`src/rtl/float_mult_pipe.sv`:
```
// float_mult_pipe: three-stage binary floating-point multiplier {sign, exp, frac}.
// Stage 1 unpacks, classifies and normalises subnormal operands. Stage 2 multiplies
// the significands and sums the exponents. Stage 3 normalises or denormalises,
// rounds, packs and raises flags. One shared advance enable moves every stage, so a
// stalled consumer freezes the whole pipe and nothing is dropped or duplicated.

module float_mult_pipe #(
  parameter int EXP_W = 5,
  parameter int FRAC_W = 10,
  localparam int FLOAT_W = 1 + EXP_W + FRAC_W
) (
  input  logic               CLK,
  input  logic               rst,
  input  logic               in_valid,
  output logic               in_ready,
  input  logic [FLOAT_W-1:0] float1,
  input  logic [FLOAT_W-1:0] float2,
  input  logic               rnd_mode,
  output logic               out_valid,
  input  logic               out_ready,
  output logic [FLOAT_W-1:0] product,
  output logic [3:0]         flags
);

  localparam int BIAS   = 2**(EXP_W-1) - 1;
  localparam int SIG_W  = FRAC_W + 1;
  localparam int PROD_W = 2 * SIG_W;
  localparam int MW     = SIG_W + 1;
  localparam int EW     = EXP_W + 3;
  localparam int EMAX   = 2**EXP_W - 1;
  localparam int MAX_SH = FRAC_W + 2;

  // Unpacked operand: class bits plus a normalised significand and its exponent.
  typedef struct packed {
    logic             sign;
    logic             zero;
    logic             inf;
    logic             nan;
    logic             snan;
    logic [EW-1:0]    exp;
    logic [SIG_W-1:0] sig;
  } op_t;

  // Number of zeros above the highest set bit (SIG_W when the value is zero).
  function automatic int lead_zeros(input logic [SIG_W-1:0] v);
    int n;
    n = SIG_W;
    for (int i = 0; i < SIG_W; i++) begin
      if (v[i]) n = SIG_W - 1 - i;
    end
    return n;
  endfunction

  // Subnormals are shifted up until the hidden bit is set; their exponent goes
  // below 1 by the same amount so the value is unchanged.
  function automatic op_t unpack(input logic [FLOAT_W-1:0] f);
    op_t o;
    logic [EXP_W-1:0] e;
    logic [FRAC_W-1:0] m;
    logic [SIG_W-1:0] s;
    int lz;
    e = f[FLOAT_W-2 -: EXP_W];
    m = f[FRAC_W-1:0];
    s = {(e != '0), m};
    o.sign = f[FLOAT_W-1];
    o.zero = (e == '0) && (m == '0);
    o.inf  = (e == '1) && (m == '0);
    o.nan  = (e == '1) && (m != '0);
    o.snan = o.nan && !m[FRAC_W-1];
    if (e == '0) begin
      lz = lead_zeros(s);
      o.sig = s << lz;
      o.exp = EW'(1 - lz);
    end else begin
      lz = 0;
      o.sig = s;
      o.exp = EW'(e);
    end
    return o;
  endfunction

  logic advance;
  logic v1, v2;

  op_t op1, op2;

  logic             s1_sign, s1_nan, s1_nv, s1_inf, s1_zero, s1_rnd;
  logic [EW-1:0]    s1_exp1, s1_exp2;
  logic [SIG_W-1:0] s1_sig1, s1_sig2;

  logic [PROD_W-1:0] prod_s2;
  logic [EW-1:0]     exp_s2;

  logic              s2_sign, s2_nan, s2_nv, s2_inf, s2_zero, s2_rnd;
  logic [EW-1:0]     s2_exp;
  logic [PROD_W-1:0] s2_prod;

  logic [PROD_W-1:0]  norm, den;
  logic [SIG_W-1:0]   kept, mant_n;
  logic [MW-1:0]      mant_r;
  logic               tiny, lost, guard, sticky, inexact, round_up;
  int                 e_n, e_r, sh;
  logic [FLOAT_W-1:0] res;
  logic [3:0]         res_flags;

  assign advance  = !out_valid || out_ready;
  assign in_ready = advance;

  assign op1 = unpack(float1);
  assign op2 = unpack(float2);

  // Stage valid bits and out_valid move together whenever the pipe advances.
  always_ff @(posedge CLK) begin
    if (rst) begin
      v1        <= 1'b0;
      v2        <= 1'b0;
      out_valid <= 1'b0;
    end else if (advance) begin
      v1        <= in_valid;
      v2        <= v1;
      out_valid <= v2;
    end
  end

  // Stage 1 register: sign, normalised operands and the special-case outcome.
  always_ff @(posedge CLK) begin
    if (advance) begin
      s1_sign <= op1.sign ^ op2.sign;
      s1_exp1 <= op1.exp;
      s1_exp2 <= op2.exp;
      s1_sig1 <= op1.sig;
      s1_sig2 <= op2.sig;
      s1_nan  <= op1.nan || op2.nan || (op1.zero && op2.inf) || (op1.inf && op2.zero);
      s1_nv   <= op1.snan || op2.snan || (op1.zero && op2.inf) || (op1.inf && op2.zero);
      s1_inf  <= op1.inf || op2.inf;
      s1_zero <= op1.zero || op2.zero;
      s1_rnd  <= rnd_mode;
    end
  end

  // Full-width significand product lies in [1,4) scaled by 2^(2*FRAC_W); the
  // exponent sum is signed and wide enough to hold any under- or overflow.
  assign prod_s2 = PROD_W'(s1_sig1) * PROD_W'(s1_sig2);
  assign exp_s2  = $signed(s1_exp1) + $signed(s1_exp2) - EW'(BIAS);

  // Stage 2 register: raw product, exponent and the carried-through class bits.
  always_ff @(posedge CLK) begin
    if (advance) begin
      s2_prod <= prod_s2;
      s2_exp  <= exp_s2;
      s2_sign <= s1_sign;
      s2_nan  <= s1_nan;
      s2_nv   <= s1_nv;
      s2_inf  <= s1_inf;
      s2_zero <= s1_zero;
      s2_rnd  <= s1_rnd;
    end
  end

  // Stage 3 logic: align to a leading one, denormalise tiny results, round, pack.
  always_comb begin
    norm = s2_prod;
    e_n  = int'($signed(s2_exp));
    if (s2_prod[PROD_W-1]) begin
      e_n = e_n + 1;
    end else begin
      norm = s2_prod << 1;
    end

    tiny = (e_n < 1);
    sh   = 0;
    den  = norm;
    lost = 1'b0;
    if (tiny) begin
      sh = 1 - e_n;
      if (sh > MAX_SH) begin
        den  = '0;
        lost = 1'b1;
      end else begin
        den  = norm >> sh;
        lost = |(norm & ~({PROD_W{1'b1}} << sh));
      end
    end

    kept     = den[PROD_W-1 -: SIG_W];
    guard    = den[SIG_W-1];
    sticky   = (|den[SIG_W-2:0]) || lost;
    inexact  = guard || sticky;
    round_up = !s2_rnd && guard && (sticky || kept[0]);
    mant_r   = {1'b0, kept} + MW'(round_up);

    e_r = tiny ? 1 : e_n;
    if (mant_r[SIG_W]) begin
      mant_n = mant_r[SIG_W:1];
      e_r    = e_r + 1;
    end else begin
      mant_n = mant_r[SIG_W-1:0];
    end

    res       = '0;
    res_flags = '0;
    if (s2_nan) begin
      res       = {1'b0, {EXP_W{1'b1}}, 1'b1, {(FRAC_W-1){1'b0}}};
      res_flags = {s2_nv, 3'b000};
    end else if (s2_inf) begin
      res = {s2_sign, {EXP_W{1'b1}}, {FRAC_W{1'b0}}};
    end else if (s2_zero) begin
      res = {s2_sign, {(EXP_W+FRAC_W){1'b0}}};
    end else if (e_r >= EMAX) begin
      if (s2_rnd) begin
        res = {s2_sign, EXP_W'(EMAX - 1), {FRAC_W{1'b1}}};
      end else begin
        res = {s2_sign, {EXP_W{1'b1}}, {FRAC_W{1'b0}}};
      end
      res_flags = 4'b0101;
    end else begin
      res = {s2_sign, (mant_n[SIG_W-1] ? EXP_W'(e_r) : {EXP_W{1'b0}}), mant_n[FRAC_W-1:0]};
      res_flags = {1'b0, 1'b0, tiny && inexact, inexact};
    end
  end

  // Output register: loads a new result only when a valid one moves in, and
  // holds while the consumer stalls.
  always_ff @(posedge CLK) begin
    if (rst) begin
      product <= '0;
      flags   <= '0;
    end else if (advance && v2) begin
      product <= res;
      flags   <= res_flags;
    end
  end

endmodule

```
`config.mk`:
```
export PLATFORM = sky130hd
export DESIGN_NAME = float_mult_pipe
export DESIGN_NICKNAME = d
export VERILOG_FILES = /design/src/rtl/float_mult_pipe.sv
export SDC_FILE = /design/constraint.sdc
export NUM_CORES = 1
export LEC_CHECK = 0
export ABC_AREA = 1
export CAP_MARGIN = 0
export CORE_UTILIZATION = 63
export DETAILED_ROUTE_END_ITERATION = 8
export PLACE_DENSITY_LB_ADDON = 0.1
export SLEW_MARGIN = 25
export SYNTH_ARGS = -nofsm -noshare
export SYNTH_HDL_FRONTEND = slang
export SYNTH_SLANG_ARGS = --single-unit
```
`constraint.sdc`:
```
create_clock -name CLK -period 7.3 [get_ports CLK]
set_clock_uncertainty 0.05 [all_clocks]
set_input_delay 0.73 -clock CLK [delete_from_list [all_inputs] [get_ports CLK]]
set_output_delay 0.73 -clock CLK [all_outputs]
set_load 0.02 [all_outputs]
```
==> flow_metrics.tcl <==
set metrics [dict create \
    status "complete, no violations" \
    cap_violations 0 \
    gr-total-overflow 0 \
    setup_viol 0 \
    yosysUniqueCellTypes 55 \
    via_count 10800 \
    drc_errors 0 \
    hold_viol_final 0 \
    io_pins 59 \
    clock-sinks 101 \
    initial_core_util_pct 64.1 \
    place.gp.congestion 0.994 \
    fin_crit_sh_pct 89.1 \
    async_reset_ff_share_pct 0 \
    p_leak_nw 6.72 \
    root_buffer "clkbuf_16" \
    avgSynthCellArea_sq_um 7.18 \
    grt_pass1_vias 10200 \
    tightest_slew_ns 1.00 \
    grt_pass1_wl_microns 49400 \
    ys_seq_area_share_pct 23.4 \
    wl_microns 29500 \
    placed_area_sq_um 12600 \
    r2r_slack_ns 0.80 \
    startpoint_type "register" \
    clock.fmax_ghz 0.154 \
    syn_area_sq_um 12000 \
    dp_hpwl_microns 23600 \
    syn-num-nets 1884 \
    drtIter0Drc 752 \
    cp_num_buf_inv 9 \
    fin_util_pct 69.3 \
    nNetsFinal 1907 \
    endpoint_kind "register" \
    dieArea_sq_um 19500 \
    drv_slew 0 \
    period_needed_ns 6.50 \
    maxSlewHeadroom_pct 33.3 \
    cts_resized 0 \
    drive_gt1_share_pct 4.78 \
    grt_start_max_net_pins 81 \
    power_mw 4.76 \
    clk_pin_slew_ns 0.07 \
    ctsHoldBuffers 0 \
    hold_slack_ns 0.373 \
    synth-seq-cells 101 \
    synth_ff_type "edfxtp_1" \
    synth_edf_count 78 \
    syn2layout_area_growth_pct 8.07 \
    post-cts-setup-buffers 0 \
    ys_warn_count 0 \
    cts_tree "done" \
    die_h_microns 140 \
    path_max_fanout 27 \
    die_w_microns 140 \
    antenna_found_initial 0 \
    ant_nets 0 \
    critical-path-max-stage-delay_ns 0.57 \
    vdd_drop_max_mv 0.285 \
    fp-row-count 50 \
    setup_ws_ns 0.797 \
    critical_path_class "register to register" \
    path_common_cell "nand2_1" \
    clk_latency_ns 0.36 \
    wire_per_inst_microns 15.3 \
    htree_levels 3 \
    hold_class "register to register" \
    final_cell_area_sq_um 12900 \
    crit_arrival_ns 6.68 \
    via_per_inst 5.61 \
    track_usage_pct 31.8 \
    cp_slowest_cell "edfxtp_1" \
    pre_cts_ws_ns 0.774 \
    first_pass_iters 7 \
    cts_made_buffers 9 \
    syn_inst 1665 \
    antenna_cells 0 \
    power_density_nw_per_um2 368 \
    core_sq_um 18600 \
    clockBufferDepth 2 \
    portBuffers 58 \
    crit_family "simple AND/OR/NAND/NOR gates" \
    worstPathRequired_ns 7.48 \
]
[layout make-up]
class	instances	area, sq um
Multi-Input combinational cell	1194	7730
Fill cell	1575	5720
Sequential cell	101	2800
Inverter	318	1200
Timing Repair Buffer	64	626
Tap cell	234	293
Clock buffer	11	236
Clock inverter	5	36.3
[path summary, 6_finish.rpt]
path / startpoint / to / cells after the start
min: s1_rnd$_DFFE_PN_ / s2_rnd$_DFFE_PN_ / 0
max: s2_prod[21]$_DFFE_PN_ / product[10]$_SDFFE_PP0P_ / 39
min reg2reg: s1_rnd$_DFFE_PN_ / s2_rnd$_DFFE_PN_ / 0
max reg2reg: s2_prod[21]$_DFFE_PN_ / product[10]$_SDFFE_PP0P_ / 39
[layer usage]
metal  global-route usage, %  vias up  wire length (microns)
li1                        -     5335                      -
met1                    39.0     5004                  12100
met2                    54.9      403                  14300
met3                    5.99       73                   1920
met4                    13.4        0                   1140
met5                       0        -                      0
[through the flow]
step	TNS [ns]	instances
finish	0	1927
global route	-0.0197	1927
CTS	0	1927
detailed placement	0	1911
global placement	0	1911
floorplan	0	1665
[worst reg2reg max path: cells and delay by family (launching register included)]
family	cells	cell delay, ns
compound gates	4	0.67
fa+ha+maj	3	0.69
buf+inv	9	0.91
flops	1	0.57
simple gates	23	3.47
[kinds of logic after synthesis]
kind of cell	Yosys count	synth area share, %
compound gates	199	9.26
xor+xnor	34	2.49
fa+ha+maj	182	24.1
buf+inv	370	12.0
flops	101	23.4
mux	1	0.0837
simple gates	778	28.6
[state kept, by name, indices dropped and copies added (netlist names), 4 cells and up]
signal   count
s2_prod     22
s2_exp       8
flags        4
s1_exp2      7
s1_sig2     11
s1_exp1      7
product     16
s1_sig1     11
[placed cells by master (no fill, tap or decap), drive strengths merged, types with 2 or more instances in the layout]
cell and instances:
nand2 468, inv 315, nor2 125, nand3 115
ha 101, o21ai 93, fa 81, edfxtp 78
a21oi 71, clkdlybuf4s50 58, nand4 26, xor2 26
dfxtp 23, nor3 16, clkbuf 11, nor4 9
xnor2 8, or2 8, o21bai 8, nand3b 7
clkinv 7, buf 6, o211ai 5, o221ai 4
o2111ai 4, a31oi 2, o31ai 2
[synthesized netlist by cell type, types with 4 or more instances]
| cell | count | share of area, % |
|---|---|---|
| a21oi_1 | 70 | 2.9 |
| nand4_1 | 26 | 1.4 |
| dfxtp_1 | 23 | 3.9 |
| inv_2 | 8 | 0.25 |
| o211ai_1 | 5 | 0.31 |
| edfxtp_1 | 78 | 20 |
| nor4_1 | 9 | 0.47 |
| or2_2 | 8 | 0.42 |
| nor2_2 | 7 | 0.37 |
| nand3b_1 | 7 | 0.44 |
| o2111ai_1 | 4 | 0.29 |
| nand3_2 | 8 | 0.67 |
| o21ai_0 | 89 | 3.7 |
| nor2_8 | 4 | 0.67 |
| o21bai_1 | 8 | 0.50 |
| inv_1 | 305 | 9.6 |
| clkinv_1 | 4 | 0.13 |
| xor2_1 | 26 | 1.9 |
| clkbuf_1 | 45 | 1.4 |
| fa_1 | 81 | 14 |
| nor2_1 | 113 | 3.5 |
| nand2_1 | 452 | 14 |
| buf_6 | 5 | 0.47 |
| nand2_2 | 14 | 0.73 |
| nand3_1 | 106 | 4.4 |
| xnor2_1 | 8 | 0.59 |
| ha_1 | 101 | 11 |
| o221ai_1 | 4 | 0.29 |
| nor3_1 | 16 | 0.67 |
[report_power, final]
part           leakage (nW)  switching, mW  internal, mW  total [mW]
combinational          5.56           2.12          1.22        3.34
clock                 0.134          0.222         0.237       0.459
sequential             1.02         0.0968         0.860       0.957
No activity file was read; power rests on OpenSTA's default activity.
